**config.mk**
```make
export PLATFORM = sky130hd
export DESIGN_NAME = oneapi_avs_packet_arbiter_flat
export DESIGN_NICKNAME = d
export VERILOG_FILES = /design/src/rtl/oneapi_avs_packet_arbiter_if.sv /design/src/rtl/oneapi_avs_packet_arbiter.sv /design/src/flat_wrapper.sv
export SDC_FILE = /design/constraint.sdc
export NUM_CORES = 1
export LEC_CHECK = 0
export CAP_MARGIN = 20
export CORE_AREA = 4 4 321 323
export CTS_CLUSTER_SIZE = 12
export DETAILED_ROUTE_END_ITERATION = 7
export DIE_AREA = 0 0 325 327
export SLEW_MARGIN = 10
export SYNTH_ARGS = -nofsm -noshare
export SYNTH_HDL_FRONTEND = slang
export SYNTH_SLANG_ARGS = --single-unit
```
**constraint.sdc**
```tcl
create_clock -name csi_clk -period 3.65 [get_ports csi_clk]
set_input_delay 0.73 -clock csi_clk [delete_from_list [all_inputs] [get_ports csi_clk]]
set_output_delay 0.73 -clock csi_clk [all_outputs]
set_load 0.005 [all_outputs]
```
**src/rtl/oneapi_avs_packet_arbiter_if.sv**
```systemverilog
// Avalon-ST pixel stream bundle shared by both sinks and the source of the
// packet arbiter.
//   valid, data, empty, startofpacket, endofpacket : producer -> consumer
//   ready                                          : consumer -> producer (readyLatency 0)
// The master modport is the producing side and the slave modport is the consuming side.
interface oneapi_avs_packet_arbiter_if #(
    parameter int BITS_AV    = 256,
    parameter int EMPTY_BITS = 5
);
    logic                  valid;
    logic                  ready;
    logic [BITS_AV-1:0]    data;
    logic [EMPTY_BITS-1:0] empty;
    logic                  startofpacket;
    logic                  endofpacket;

    modport master (output valid, data, empty, startofpacket, endofpacket, input ready);
    modport slave  (input valid, data, empty, startofpacket, endofpacket, output ready);
endinterface

```
**src/rtl/oneapi_avs_packet_arbiter.sv**
```systemverilog
// Packet-granular round-robin arbiter. Two Avalon-ST producers share one
// pixel stream that feeds the Avalon-to-AXI4-Stream gasket. A grant is held
// from the head beat of a packet until its EOP beat is accepted, so packets
// are never interleaved.
// Ports:
//   csi_clk, rsi_reset   clock and synchronous active-high reset
//   asi0, asi1           sink streams (slave side of the stream bundle)
//   aso                  source stream toward the gasket (master side)
//   csr_pause            level input; no new grant is issued while it is high
//   csr_clear            pulse input; clears the packet counters and error flags
//   csr_idle             high while no port holds a grant
//   csr_pkt_count0/1     packets completed on each port (wrapping)
//   csr_err_nosop        sticky flag per port: the head beat of a grant lacked SOP
//   csr_err_midsop       sticky flag per port: SOP was seen on a non-head beat
module oneapi_avs_packet_arbiter #(
    parameter int BITS_AV    = 256,
    parameter int EMPTY_BITS = 5,
    parameter int CNT_BITS   = 16
) (
    input  logic                          csi_clk,
    input  logic                          rsi_reset,
    oneapi_avs_packet_arbiter_if.slave    asi0,
    oneapi_avs_packet_arbiter_if.slave    asi1,
    oneapi_avs_packet_arbiter_if.master   aso,
    input  logic                          csr_pause,
    input  logic                          csr_clear,
    output logic                          csr_idle,
    output logic [CNT_BITS-1:0]           csr_pkt_count0,
    output logic [CNT_BITS-1:0]           csr_pkt_count1,
    output logic [1:0]                    csr_err_nosop,
    output logic [1:0]                    csr_err_midsop
);
    typedef enum logic [1:0] {IDLE = 2'd0, GRANT0 = 2'd1, GRANT1 = 2'd2} state_t;

    localparam logic [CNT_BITS-1:0] CNT_ONE = {{(CNT_BITS-1){1'b0}}, 1'b1};

    state_t                state;
    logic                  last;        // port that completed the most recent packet
    logic                  first;       // next accepted beat is the packet head

    logic                  granted;
    logic                  sel;         // port currently steering the source mux
    logic                  sel_valid;
    logic                  sel_sop;
    logic                  sel_eop;
    logic [BITS_AV-1:0]    sel_data;
    logic [EMPTY_BITS-1:0] sel_empty;
    logic                  accept;
    logic                  grant_next;  // port to grant when leaving IDLE

    always_comb begin
        granted = (state != IDLE);
        // In IDLE the mux rests on the last granted port, so data/empty show its inputs.
        sel       = (state == GRANT1) || ((state == IDLE) && last);
        sel_valid = sel ? asi1.valid         : asi0.valid;
        sel_sop   = sel ? asi1.startofpacket : asi0.startofpacket;
        sel_eop   = sel ? asi1.endofpacket   : asi0.endofpacket;
        sel_data  = sel ? asi1.data          : asi0.data;
        sel_empty = sel ? asi1.empty         : asi0.empty;

        aso.valid         = granted && sel_valid;
        aso.startofpacket = granted && sel_sop;
        aso.endofpacket   = granted && sel_eop;
        aso.data          = sel_data;
        aso.empty         = sel_empty;

        asi0.ready = (state == GRANT0) && aso.ready;
        asi1.ready = (state == GRANT1) && aso.ready;

        accept = granted && sel_valid && aso.ready;

        // On a tie the port that did not go last wins; otherwise the lone requester.
        grant_next = (asi0.valid && asi1.valid) ? ~last : asi1.valid;

        csr_idle = (state == IDLE);
    end

    always_ff @(posedge csi_clk) begin
        if (rsi_reset) begin
            state          <= IDLE;
            last           <= 1'b1;
            first          <= 1'b0;
            csr_pkt_count0 <= '0;
            csr_pkt_count1 <= '0;
            csr_err_nosop  <= 2'b00;
            csr_err_midsop <= 2'b00;
        end else begin
            case (state)
                IDLE: begin
                    if (!csr_pause && (asi0.valid || asi1.valid)) begin
                        state <= grant_next ? GRANT1 : GRANT0;
                        first <= 1'b1;
                    end
                end
                GRANT0, GRANT1: begin
                    if (accept) begin
                        first <= 1'b0;
                        if (sel_eop) begin
                            state <= IDLE;
                            last  <= sel;
                        end
                    end
                end
                default: state <= IDLE;
            endcase

            // Clear has priority over any increment or flag set in the same cycle.
            if (csr_clear) begin
                csr_pkt_count0 <= '0;
                csr_pkt_count1 <= '0;
                csr_err_nosop  <= 2'b00;
                csr_err_midsop <= 2'b00;
            end else if (accept) begin
                if (first && !sel_sop) csr_err_nosop[sel] <= 1'b1;
                if (!first && sel_sop) csr_err_midsop[sel] <= 1'b1;
                if (sel_eop) begin
                    if (sel) csr_pkt_count1 <= csr_pkt_count1 + CNT_ONE;
                    else     csr_pkt_count0 <= csr_pkt_count0 + CNT_ONE;
                end
            end
        end
    end
endmodule

```
**src/flat_wrapper.sv**
```systemverilog
// flat-port wrapper written by rule: the top's interface ports become plain ports
module oneapi_avs_packet_arbiter_flat 
#(
    parameter int BITS_AV    = 256,
    parameter int EMPTY_BITS = 5,
    parameter int CNT_BITS   = 16
)
  (csi_clk, rsi_reset, csr_pause, csr_clear, csr_idle, csr_pkt_count0, csr_pkt_count1, csr_err_nosop, csr_err_midsop, asi0_valid, asi0_data, asi0_empty, asi0_startofpacket, asi0_endofpacket, asi0_ready, asi1_valid, asi1_data, asi1_empty, asi1_startofpacket, asi1_endofpacket, asi1_ready, aso_valid, aso_data, aso_empty, aso_startofpacket, aso_endofpacket, aso_ready);
  oneapi_avs_packet_arbiter_if #(.BITS_AV(BITS_AV), .EMPTY_BITS(EMPTY_BITS)) asi0_i ();
  oneapi_avs_packet_arbiter_if #(.BITS_AV(BITS_AV), .EMPTY_BITS(EMPTY_BITS)) asi1_i ();
  oneapi_avs_packet_arbiter_if #(.BITS_AV(BITS_AV), .EMPTY_BITS(EMPTY_BITS)) aso_i ();
  input  logic csi_clk;
  input  logic rsi_reset;
  input  logic csr_pause;
  input  logic csr_clear;
  output logic csr_idle;
  output logic [CNT_BITS-1:0] csr_pkt_count0;
  output logic [CNT_BITS-1:0] csr_pkt_count1;
  output logic [1:0] csr_err_nosop;
  output logic [1:0] csr_err_midsop;
  input wire logic [$bits(asi0_i.valid)-1:0] asi0_valid;
  input wire logic [$bits(asi0_i.data)-1:0] asi0_data;
  input wire logic [$bits(asi0_i.empty)-1:0] asi0_empty;
  input wire logic [$bits(asi0_i.startofpacket)-1:0] asi0_startofpacket;
  input wire logic [$bits(asi0_i.endofpacket)-1:0] asi0_endofpacket;
  output wire logic [$bits(asi0_i.ready)-1:0] asi0_ready;
  input wire logic [$bits(asi1_i.valid)-1:0] asi1_valid;
  input wire logic [$bits(asi1_i.data)-1:0] asi1_data;
  input wire logic [$bits(asi1_i.empty)-1:0] asi1_empty;
  input wire logic [$bits(asi1_i.startofpacket)-1:0] asi1_startofpacket;
  input wire logic [$bits(asi1_i.endofpacket)-1:0] asi1_endofpacket;
  output wire logic [$bits(asi1_i.ready)-1:0] asi1_ready;
  output wire logic [$bits(aso_i.valid)-1:0] aso_valid;
  output wire logic [$bits(aso_i.data)-1:0] aso_data;
  output wire logic [$bits(aso_i.empty)-1:0] aso_empty;
  output wire logic [$bits(aso_i.startofpacket)-1:0] aso_startofpacket;
  output wire logic [$bits(aso_i.endofpacket)-1:0] aso_endofpacket;
  input wire logic [$bits(aso_i.ready)-1:0] aso_ready;
  assign asi0_i.valid = asi0_valid;
  assign asi0_i.data = asi0_data;
  assign asi0_i.empty = asi0_empty;
  assign asi0_i.startofpacket = asi0_startofpacket;
  assign asi0_i.endofpacket = asi0_endofpacket;
  assign asi0_ready = asi0_i.ready;
  assign asi1_i.valid = asi1_valid;
  assign asi1_i.data = asi1_data;
  assign asi1_i.empty = asi1_empty;
  assign asi1_i.startofpacket = asi1_startofpacket;
  assign asi1_i.endofpacket = asi1_endofpacket;
  assign asi1_ready = asi1_i.ready;
  assign aso_valid = aso_i.valid;
  assign aso_data = aso_i.data;
  assign aso_empty = aso_i.empty;
  assign aso_startofpacket = aso_i.startofpacket;
  assign aso_endofpacket = aso_i.endofpacket;
  assign aso_i.ready = aso_ready;
  oneapi_avs_packet_arbiter #(.BITS_AV(BITS_AV), .EMPTY_BITS(EMPTY_BITS), .CNT_BITS(CNT_BITS)) u_core (.csi_clk(csi_clk), .rsi_reset(rsi_reset), .asi0(asi0_i), .asi1(asi1_i), .aso(aso_i), .csr_pause(csr_pause), .csr_clear(csr_clear), .csr_idle(csr_idle), .csr_pkt_count0(csr_pkt_count0), .csr_pkt_count1(csr_pkt_count1), .csr_err_nosop(csr_err_nosop), .csr_err_midsop(csr_err_midsop));
endmodule
```
==> run metrics <==
aggregate routed wire length 79,400 µm; multi-input gate area in the final layout 4120 µm²; Initial DRT Pass Iterations 5; first-pass GRT wire length 96,500 µm; FF-to-FF setup slack 1.24 ns; MaxCap Viol Count 0; Placer Congestion 0.972; Die X 325 µm; clk buf depth 2; crit path DAT 2.72 ns; measured slew at the worst slew-check pin 0.485 ns; Routed Antenna Nets 0; Max Clk Rate 290 MHz; peak per-stage delay on the critical path 0.51 ns; FF+latch area 801 µm²; Worst Setup Path Type flip-flop to output port; CP startpoint kind flip-flop; worst reg2reg path depth 8; drt wl/cell 29.4 µm; CP Buf/Inv Count 4; Hold Path Depth 2; post-route cell area 15,500 µm²; nets 1,898; clock slew seen by the registers of the worst setup and hold paths 0.07 ns; sequential-to-total area share from yosys stat 15.6%; Synth async-reset ratio 0%; clock skew 0.00608 ns; Final setup viols 0; Netlist cell types 42; vias in the first global route 8,377; CP Cell Sequence inv_1, ha_1, a21oi_4, buf_12, buf_12, mux2_2, clkdlybuf4s50_1; power after layout 6.86 mW; pre-CTS setup slack 0.288 ns; CTS tree yes; EDFF count, synth 0; CP delay by family, top buffers and inverters; top-area cell type share of the netlist area 57.4%; slowest CP cell clkdlybuf4s50_1; GRT Total Usage 14.1%; Avg Cell Area, Syn 9.63 µm²; data required time of the worst path 2.92 ns; worst setup margin 0.203 ns; worst skew pair latency 0.30 ns; worst hold path type flip-flop to flip-flop; share of layout cells above drive strength 1 22.1%; period utilization 94.5%; height of the die 327 µm; CTS sink cnt 40; FF-to-FF End u_core.state[1]; hold path endpoint u_core.csr_err_midsop[0]; # DRC 0; Mapped Nets 1,073; Vias/cell 3.10; CORE AREA 99,900 µm²; outcome complete, no violations; Final Max Slew Viols 0; initial antenna violation count 124; total die area 106,000 µm²; setup TNS 0 ns; CTS Hold Bufs 0; leading area contributor after synthesis mux2_2; unrepaired setup endpoints after global routing false; Starting DRT DRC Count 494; minimum clock period after layout 3.45 ns; pin count of the biggest net entering global routing 68; top_reg_cell synth dfxtp_1; DP Wirelength 74,000 µm; port buffer count 835; Clock Tree Root clkbuf_16; Initial Utilization 5.15%; Worst Setup End Kind output port; final hold vios 0; Filler cells 11,300; TritonCTS Buffers 5; final design utilization 15.5%; Layout area overhead 201%; most used cell, CP buf_12; Yosys reg bits 40; Peak VDD IR 0.374 mV; Synth Warn # 0; P per Cell Area 442 nW/µm²; Min-Delay Startpoint u_core.csr_err_midsop[0]; crit path max fanout 33; worst hold slack 0.472 ns; Synth Instances 534; Syn Std Cell Area 5140 µm²; Post-DP Area 15,200 µm²; num ports 836; Vias 8,364; Rel. slew slack 67.5%; GR Overflow Total 0; Finished Layout Cells 2,701; LEAKAGE 5.09 nW; cell total after placement 2,648; row count 116; CTS HTree Levels 2; worst r2r src u_core.state[1]; largest cells by area after synthesis mux2_2 (57%), dfxtp_1 (16%), buf_2 (2.9%), a21oi_1 (1.8%), nand2_1 (1.8%)
[worst min-delay path: stages (launching register included)]
cell and delay, ns:
dfxtp_1 0.33, a31oi_1 0.04, nor2_1 0.07
[kinds of logic (layout without fill, tap and decap cells)]
group                      count (synthesis)  count (layout)  synth area share (%)
AOI/OAI and AO/OA                         45              45                  5.33
xor gates and xnor gates                  12              12                  2.04
adders and majority gates                  6               6                  1.46
buffers and inverters                     49             875                  4.58
DFF                                       40              40                  15.6
muxes                                    269             269                  58.8
other                                      0              43                     0
and+or+nand+nor                          113             113                  12.2
[placed cells by master (no fill, tap or decap), drive strengths merged, types with 3 or more instances in the layout]
cell type and instances:
a21oi 18, a31oi 5, and2 5, and3 3, and4 3, buf 21, clkbuf 5, clkdlybuf4s50 833
dfxtp 40, diode 43, ha 6, inv 13, mux2 262, mux2i 7, nand2 24, nand3 15
nand4 5, nor2 24, nor3 3, o21ai 8, o31ai 6, o41ai 3, or3 12, or4 11
xnor2 5, xor2 7
[registers in the layout, summed over array words and instances, names as in the netlist]
signal	flops
u_core.last	1
u_core.first	1
u_core.csr_pkt_count0	16
u_core.csr_err_midsop	2
u_core.csr_err_nosop	2
u_core.csr_pkt_count1	16
u_core.state	2
[where the power goes]
group          internal (mW)  leakage [nW]  switching [mW]
logic                   3.66          4.69            2.18
registers              0.448         0.323          0.0140
clock network          0.326        0.0807           0.218
[worst max-delay path by stage]
stage                     depth (start not counted)            start       endpoint
final                                             7  u_core.state[1]   aso_data[88]
after global routing                              7  u_core.state[1]   aso_data[98]
after CTS                                         7  u_core.state[0]   aso_data[33]
after detailed placement                          7  u_core.state[0]   aso_data[88]
after global placement                            7  u_core.state[0]   aso_data[88]
after floorplan                                   8  u_core.state[0]  aso_data[100]
[per-layer routing]
layer / GRT usage (%) / vias to the layer above / part of all wire [%]
met5: 0 / - / 0.97
met4: 2.49 / 118 / 1.7
met3: 15.0 / 195 / 23
met2: 20.8 / 615 / 41
met1: 13.8 / 3722 / 33
li1: - / 3714 / -
[synthesized netlist by cell type, types with 7 or more instances]
library cell / number
mux2_2: 262
dfxtp_1: 40
buf_2: 30
nand2_1: 24
nor2_1: 24
a21oi_1: 18
nand3_1: 15
inv_1: 12
or3_1: 12
o21ai_0: 8
or4_1: 8
mux2i_1: 7
xor2_1: 7
[area by class of cell]
| type | instances | area share (%) |
|---|---|---|
| timing repair buffer | 855 | 55.7 |
| multi-input combinational | 445 | 26.6 |
| tap | 1298 | 10.5 |
| sequential | 40 | 5.17 |
| clock buffer | 5 | 0.807 |
| antenna | 43 | 0.694 |
| clock inverter | 3 | 0.299 |
| inverter | 12 | 0.291 |
[repair_timing]
item | in CTS | in global routing
setup buffers | 1 | 0
endpoints found under the setup margin | 7 | 2
hold endpoints to repair | 0 | 0
gates resized for setup | 0 | 1
gates cloned | 1 | 0
Note: power is estimated with default switching activity, not from simulation.
